<file path="config.mk">
export PLATFORM = sky130hd
export DESIGN_NAME = core_status_collector
export DESIGN_NICKNAME = d
export VERILOG_FILES = /design/src/rtl/core_status_collector.sv
export SDC_FILE = /design/constraint.sdc
export NUM_CORES = 1
export LEC_CHECK = 0
export CAP_MARGIN = 20
export CORE_MARGIN = 5
export CORE_UTILIZATION = 44
export CTS_BUF_LIST = sky130_fd_sc_hd__clkbuf_8
export DETAILED_ROUTE_END_ITERATION = 7
export PLACE_DENSITY = 0.95
export SETUP_SLACK_MARGIN = 0.5
export SLEW_MARGIN = 20
export SYNTH_ARGS = -nofsm -noshare
export SYNTH_HDL_FRONTEND = slang
export SYNTH_SLANG_ARGS = --single-unit
</file>
<file path="constraint.sdc">
create_clock -name clk -period 9.4 [get_ports clk]
set_input_delay 1.41 -clock clk [delete_from_list [all_inputs] [get_ports clk]]
set_output_delay 1.41 -clock clk [all_outputs]
set_load 0.02 [all_outputs]
</file>
<file path="src/rtl/core_status_collector.sv">
// rtl/core_status_collector.sv - end-of-test mailbox arbiter and PASS/FAIL/TIMEOUT resolver
// Optional console output enabled by defining COLLECTOR_CONSOLE_EN.
module core_status_collector #(
  parameter int NUM_CORES      = 4,
  parameter int DATA_W         = 32,
  parameter int TIMEOUT_CYCLES = 100,
  parameter int CNT_W          = $clog2(TIMEOUT_CYCLES + 1)
) (
  input  logic                          clk,
  input  logic                          reset,
  input  logic [NUM_CORES-1:0]          core_wr_valid,
  input  logic [NUM_CORES*DATA_W-1:0]   core_wr_data,
  output logic [NUM_CORES-1:0]          core_wr_ready,
  output logic [NUM_CORES-1:0]          core_done_mask,
  output logic                          all_done,
  output logic                          test_pass,
  output logic                          test_fail,
  output logic                          timeout,
  output logic [$clog2(NUM_CORES)-1:0]  fail_core,
  output logic [DATA_W-2:0]             fail_code,
`ifdef COLLECTOR_CONSOLE_EN
  output logic                          char_valid,
  output logic [7:0]                    char_data,
`endif
  output logic [CNT_W-1:0]              cycle_count
);

  localparam int IDX_W = $clog2(NUM_CORES);
  localparam logic [IDX_W:0]   NC       = (IDX_W+1)'(NUM_CORES);
  localparam logic [IDX_W-1:0] LAST     = IDX_W'(NUM_CORES - 1);
  localparam logic [CNT_W-1:0] TMO_LAST = CNT_W'(TIMEOUT_CYCLES - 1);

  typedef enum logic [1:0] {S_RUN, S_PASS, S_FAIL, S_TIMEOUT} state_e;

  state_e                 state_q, state_d;
  logic [IDX_W-1:0]       rr_q, rr_d;
  logic [NUM_CORES-1:0]   mask_q, mask_d;
  logic [IDX_W-1:0]       fail_core_q, fail_core_d;
  logic [DATA_W-2:0]      fail_code_q, fail_code_d;
  logic [CNT_W-1:0]       cnt_q, cnt_d;

  logic [NUM_CORES-1:0]   grant;
  logic [IDX_W-1:0]       gidx;
  logic                   found;
  logic [IDX_W:0]         sum;
  logic [DATA_W-1:0]      word;
  logic                   accept;

  // Round-robin search starting at rr_q; first requester found wins.
  always_comb begin
    grant = '0;
    gidx  = '0;
    found = 1'b0;
    sum   = '0;
    for (int k = 0; k < NUM_CORES; k++) begin
      sum = {1'b0, rr_q} + (IDX_W+1)'(k);
      if (sum >= NC) sum = sum - NC;
      if (!found && core_wr_valid[sum[IDX_W-1:0]]) begin
        found = 1'b1;
        gidx  = sum[IDX_W-1:0];
        grant[sum[IDX_W-1:0]] = 1'b1;
      end
    end
  end

  always_comb begin
    word = '0;
    for (int i = 0; i < NUM_CORES; i++) begin
      if (grant[i]) word = core_wr_data[i*DATA_W +: DATA_W];
    end
  end

  assign accept        = found;
  assign core_wr_ready = grant;

`ifdef COLLECTOR_CONSOLE_EN
  logic       char_valid_q, char_valid_d;
  logic [7:0] char_data_q, char_data_d;
`endif

  always_comb begin
    state_d     = state_q;
    rr_d        = rr_q;
    mask_d      = mask_q;
    fail_core_d = fail_core_q;
    fail_code_d = fail_code_q;
    cnt_d       = cnt_q;
`ifdef COLLECTOR_CONSOLE_EN
    char_valid_d = 1'b0;
    char_data_d  = char_data_q;
`endif
    if (accept) rr_d = (gidx == LAST) ? '0 : gidx + 1'b1;
    if (state_q == S_RUN) begin
      cnt_d = cnt_q + 1'b1;
      if (cnt_q == TMO_LAST) state_d = S_TIMEOUT;
      // A resolving accept overrides the timeout decided in the same cycle.
      if (accept && word[0] && !mask_q[gidx]) begin
        if (word[DATA_W-1:1] == '0) begin
          mask_d = mask_q | grant;
          if (&(mask_q | grant)) state_d = S_PASS;
        end else begin
          state_d     = S_FAIL;
          fail_core_d = gidx;
          fail_code_d = word[DATA_W-1:1];
        end
      end
`ifdef COLLECTOR_CONSOLE_EN
      if (accept && !word[0]) begin
        char_valid_d = 1'b1;
        char_data_d  = word[7:0];
      end
`endif
    end
  end

  always_ff @(posedge clk or negedge reset) begin
    if (!reset) begin
      state_q     <= S_RUN;
      rr_q        <= '0;
      mask_q      <= '0;
      fail_core_q <= '0;
      fail_code_q <= '0;
      cnt_q       <= '0;
    end else begin
      state_q     <= state_d;
      rr_q        <= rr_d;
      mask_q      <= mask_d;
      fail_core_q <= fail_core_d;
      fail_code_q <= fail_code_d;
      cnt_q       <= cnt_d;
    end
  end

`ifdef COLLECTOR_CONSOLE_EN
  always_ff @(posedge clk or negedge reset) begin
    if (!reset) begin
      char_valid_q <= 1'b0;
      char_data_q  <= '0;
    end else begin
      char_valid_q <= char_valid_d;
      char_data_q  <= char_data_d;
    end
  end

  assign char_valid = char_valid_q;
  assign char_data  = char_data_q;
`endif

  assign core_done_mask = mask_q;
  assign all_done       = (state_q != S_RUN);
  assign test_pass      = (state_q == S_PASS);
  assign test_fail      = (state_q == S_FAIL);
  assign timeout        = (state_q == S_TIMEOUT);
  assign fail_core      = fail_core_q;
  assign fail_code      = fail_code_q;
  assign cycle_count    = cnt_q;

endmodule

</file>
==> results.cfg <==
[setup_path]
r2r_slack_ps = 3830
critPathCaptureType = output pin
required_ps = 7990
rr_endpoint = fail_code[24]
rr_worst_depth = 14
worst_ep_arrival_time_ps = 4840
critPathMaxFanout = 19
crit_path_start_kind = input port
critical_path_class = input port to output pin

[placed_design]
io_buffers = 185
dp_slack_ps = 3050
hpwl_um = 10000
place.gp.congestion = 0.917

[synthesis]
yosys.cell_types.count = 51
ys.flop_type = dfrtp_1
seq_area_frac_synth_pct = 34.3
syn_inst = 356
yosys_warnings = 0
syn-cell-area_mm2 = 0.00350
synth_common_cells = dfrtp_1, inv_1, nor2_1
syn-mean-instance-area_um2 = 9.84
synth_nets = 498
synth_edf_count = 0
yosysMostFrequentCell = dfrtp_1
synthTopCellsByArea = dfrtp_1, mux2_4, mux2i_1
yosysTopAreaCellShare_pct = 34.3
async_flop_share_pct = 100
synth_top_cell_by_area = dfrtp_1
ys_ff_latch = 48

[clock_tree]
post_cts_buffers = 0
tritoncts = yes
clockBufferDepth = 2
cts-hold-fix-buffers = 0
cts_resized = 0
htreeDepth = 2
insertion_delay_ps = 300
cts_buffers = 5
cts.reportedPaths.clkPinSlew_ps = 90
clock-sinks = 48
cts_root_buf = clkbuf_8

[sta]
worst_pin_slew_ps = 779
fin_crit_sh_pct = 66.5
period_needed_ps = 6250
final.setup.worst_slack_ps = 3150
finalSetupViolCount = 0
hold_violations = 0
fin_skew_ps = 8.24
slew_violations = 0
fmax_mhz = 160
relSlewSlack_pct = 48.1
finalSetupTns_ps = 0
rsz0062_at_grt = false

[floorplan]
die_w_um = 99.2
dieHeight_um = 99.2
core_area_mm2 = 0.00773
initial_utilization_pct = 45.3
row_count = 32
io_pins = 186
die_area_mm2 = 0.00984

[grt]
grt_usage_pct = 25.6
grt_pass1_wl_um = 20500
grtUsageMet3_pct = 6.59
busiest_layer = met2
grt_antenna_before_repair = 0
grt_max_degree = 49
met1_usage_pct = 30.9
overflow = 0
grt_pass1_vias = 4015
gr-usage-met2_pct = 44.5

[cells_and_area]
drive_gt1_share_pct = 8.37
area_growth_pct = 56.5
final_util_pct = 70.9
antennaDiodeCount = 0
nets = 668

[power]
power_leakage_nw = 2.27
intPower_mw = 0.712
p_sw_share_pct = 51.9
total_power_mw = 1.48
seqPwrFrac_pct = 15.4
power_frac_comb_pct = 76.4
clock_power_share_pct = 8.2
p_per_area_mw_per_mm2 = 270
p_sw_mw = 0.769
ir_drop_mv = 0.197

[route]
viasPerCell = 6.01
first_pass_iters = 5
ant_nets = 0
wire_per_inst_um = 20.8
num_vias = 3777
wl_um = 13100
drc_errors = 0
drt_iter0_markers = 206

[min_path]
hold_path_depth = 1
min-delay-start = cycle_count[6]
hp-class = flop to flop
min_to = cycle_count[6]

[outcome]
outcome = completed

[run]
maxCapViolCount = 0
registers in the layout, summed over array words and instances (netlist names), named ones only:
signal and flops:
state_q 2, fail_code 31, fail_core 2, core_done_mask 4, rr_q 1, cycle_count 7
placed cells by master (no fill, tap or decap), types with 6 or more instances in the layout:
cell,n
nand2_1,21
a21oi_1,6
mux2_4,14
mux2_2,6
ha_1,8
mux2i_1,21
clkdlybuf4s50_1,184
nor3b_1,7
inv_1,29
a221o_1,14
o221ai_1,6
o22ai_1,22
dfrtp_1,48
nand4_1,8
a221oi_1,19
o22a_1,8
nor2_1,23
layer usage:
layer / up-vias / part of all wire, %
met1: 1825 / 38
met4: 0 / 2.5
li1: 1701 / -
met5: - / 0
met3: 30 / 10
met2: 221 / 49
kinds of logic (layout without fill, tap and decap cells):
family / after synthesis / count (layout) / share of synthesized area [%]
AO/OA/AOI/OAI: 107 / 107 / 24.4
AND/OR/NAND/NOR: 86 / 86 / 13.3
buffers and inverters: 56 / 226 / 7.50
flip-flops: 48 / 48 / 34.3
multiplexers: 44 / 44 / 15.9
adder cells (fa/ha/maj): 8 / 8 / 2.86
XOR/XNOR: 7 / 7 / 1.75
final cells by class:
cell class	instances	area, µm²
Fill cell	573	2250
Multi-Input combinational cell	252	2050
Timing Repair Buffer	190	1910
Sequential cell	48	1200
Tap cell	102	128
Inverter	29	109
Clock buffer	5	68.8
Clock inverter	2	12.5
worst max-delay path, stage by stage:
cell             delay (ps)
clkdlybuf4s50_1         690
or3b_1                  400
a2111oi_2               510
or3_1                   330
a21o_1                  630
buf_16                  240
clkdlybuf4s50_1         620
power by group through the flow:
stage | clock, mW | sequential (mW) | combinational [mW]
2_1_floorplan | 0 | 0.221 | 0.798
3_3_place_gp | 0 | 0.232 | 1.05
3_5_place_dp | 0 | 0.233 | 1.11
4_1_cts | 0.121 | 0.229 | 1.12
5_1_grt | 0.131 | 0.232 | 1.22
6_report | 0.121 | 0.228 | 1.13
stage by stage:
step	cells	hold WS (ps)	cell area (µm²)
floorplan	356	507	3500
CTS	628	520	5480
detailed placement	621	498	5400
global placement	620	482	5370
finish	628	519	5480
global route	628	537	5480
worst max-delay path by stage:
| stage | startpoint | end | cells past startpoint |
|---|---|---|---|
| floorplan | core_wr_valid[2] | fail_code[10] | 14 |
| global placement | core_wr_valid[2] | core_wr_ready[1] | 6 |
| detailed placement | core_wr_valid[2] | fail_code[29] | 12 |
| CTS | core_wr_valid[2] | core_wr_ready[1] | 7 |
| global route | core_wr_valid[2] | core_wr_ready[1] | 7 |
| finish | core_wr_valid[2] | core_wr_ready[1] | 7 |
(Power assumes the default switching activity.)
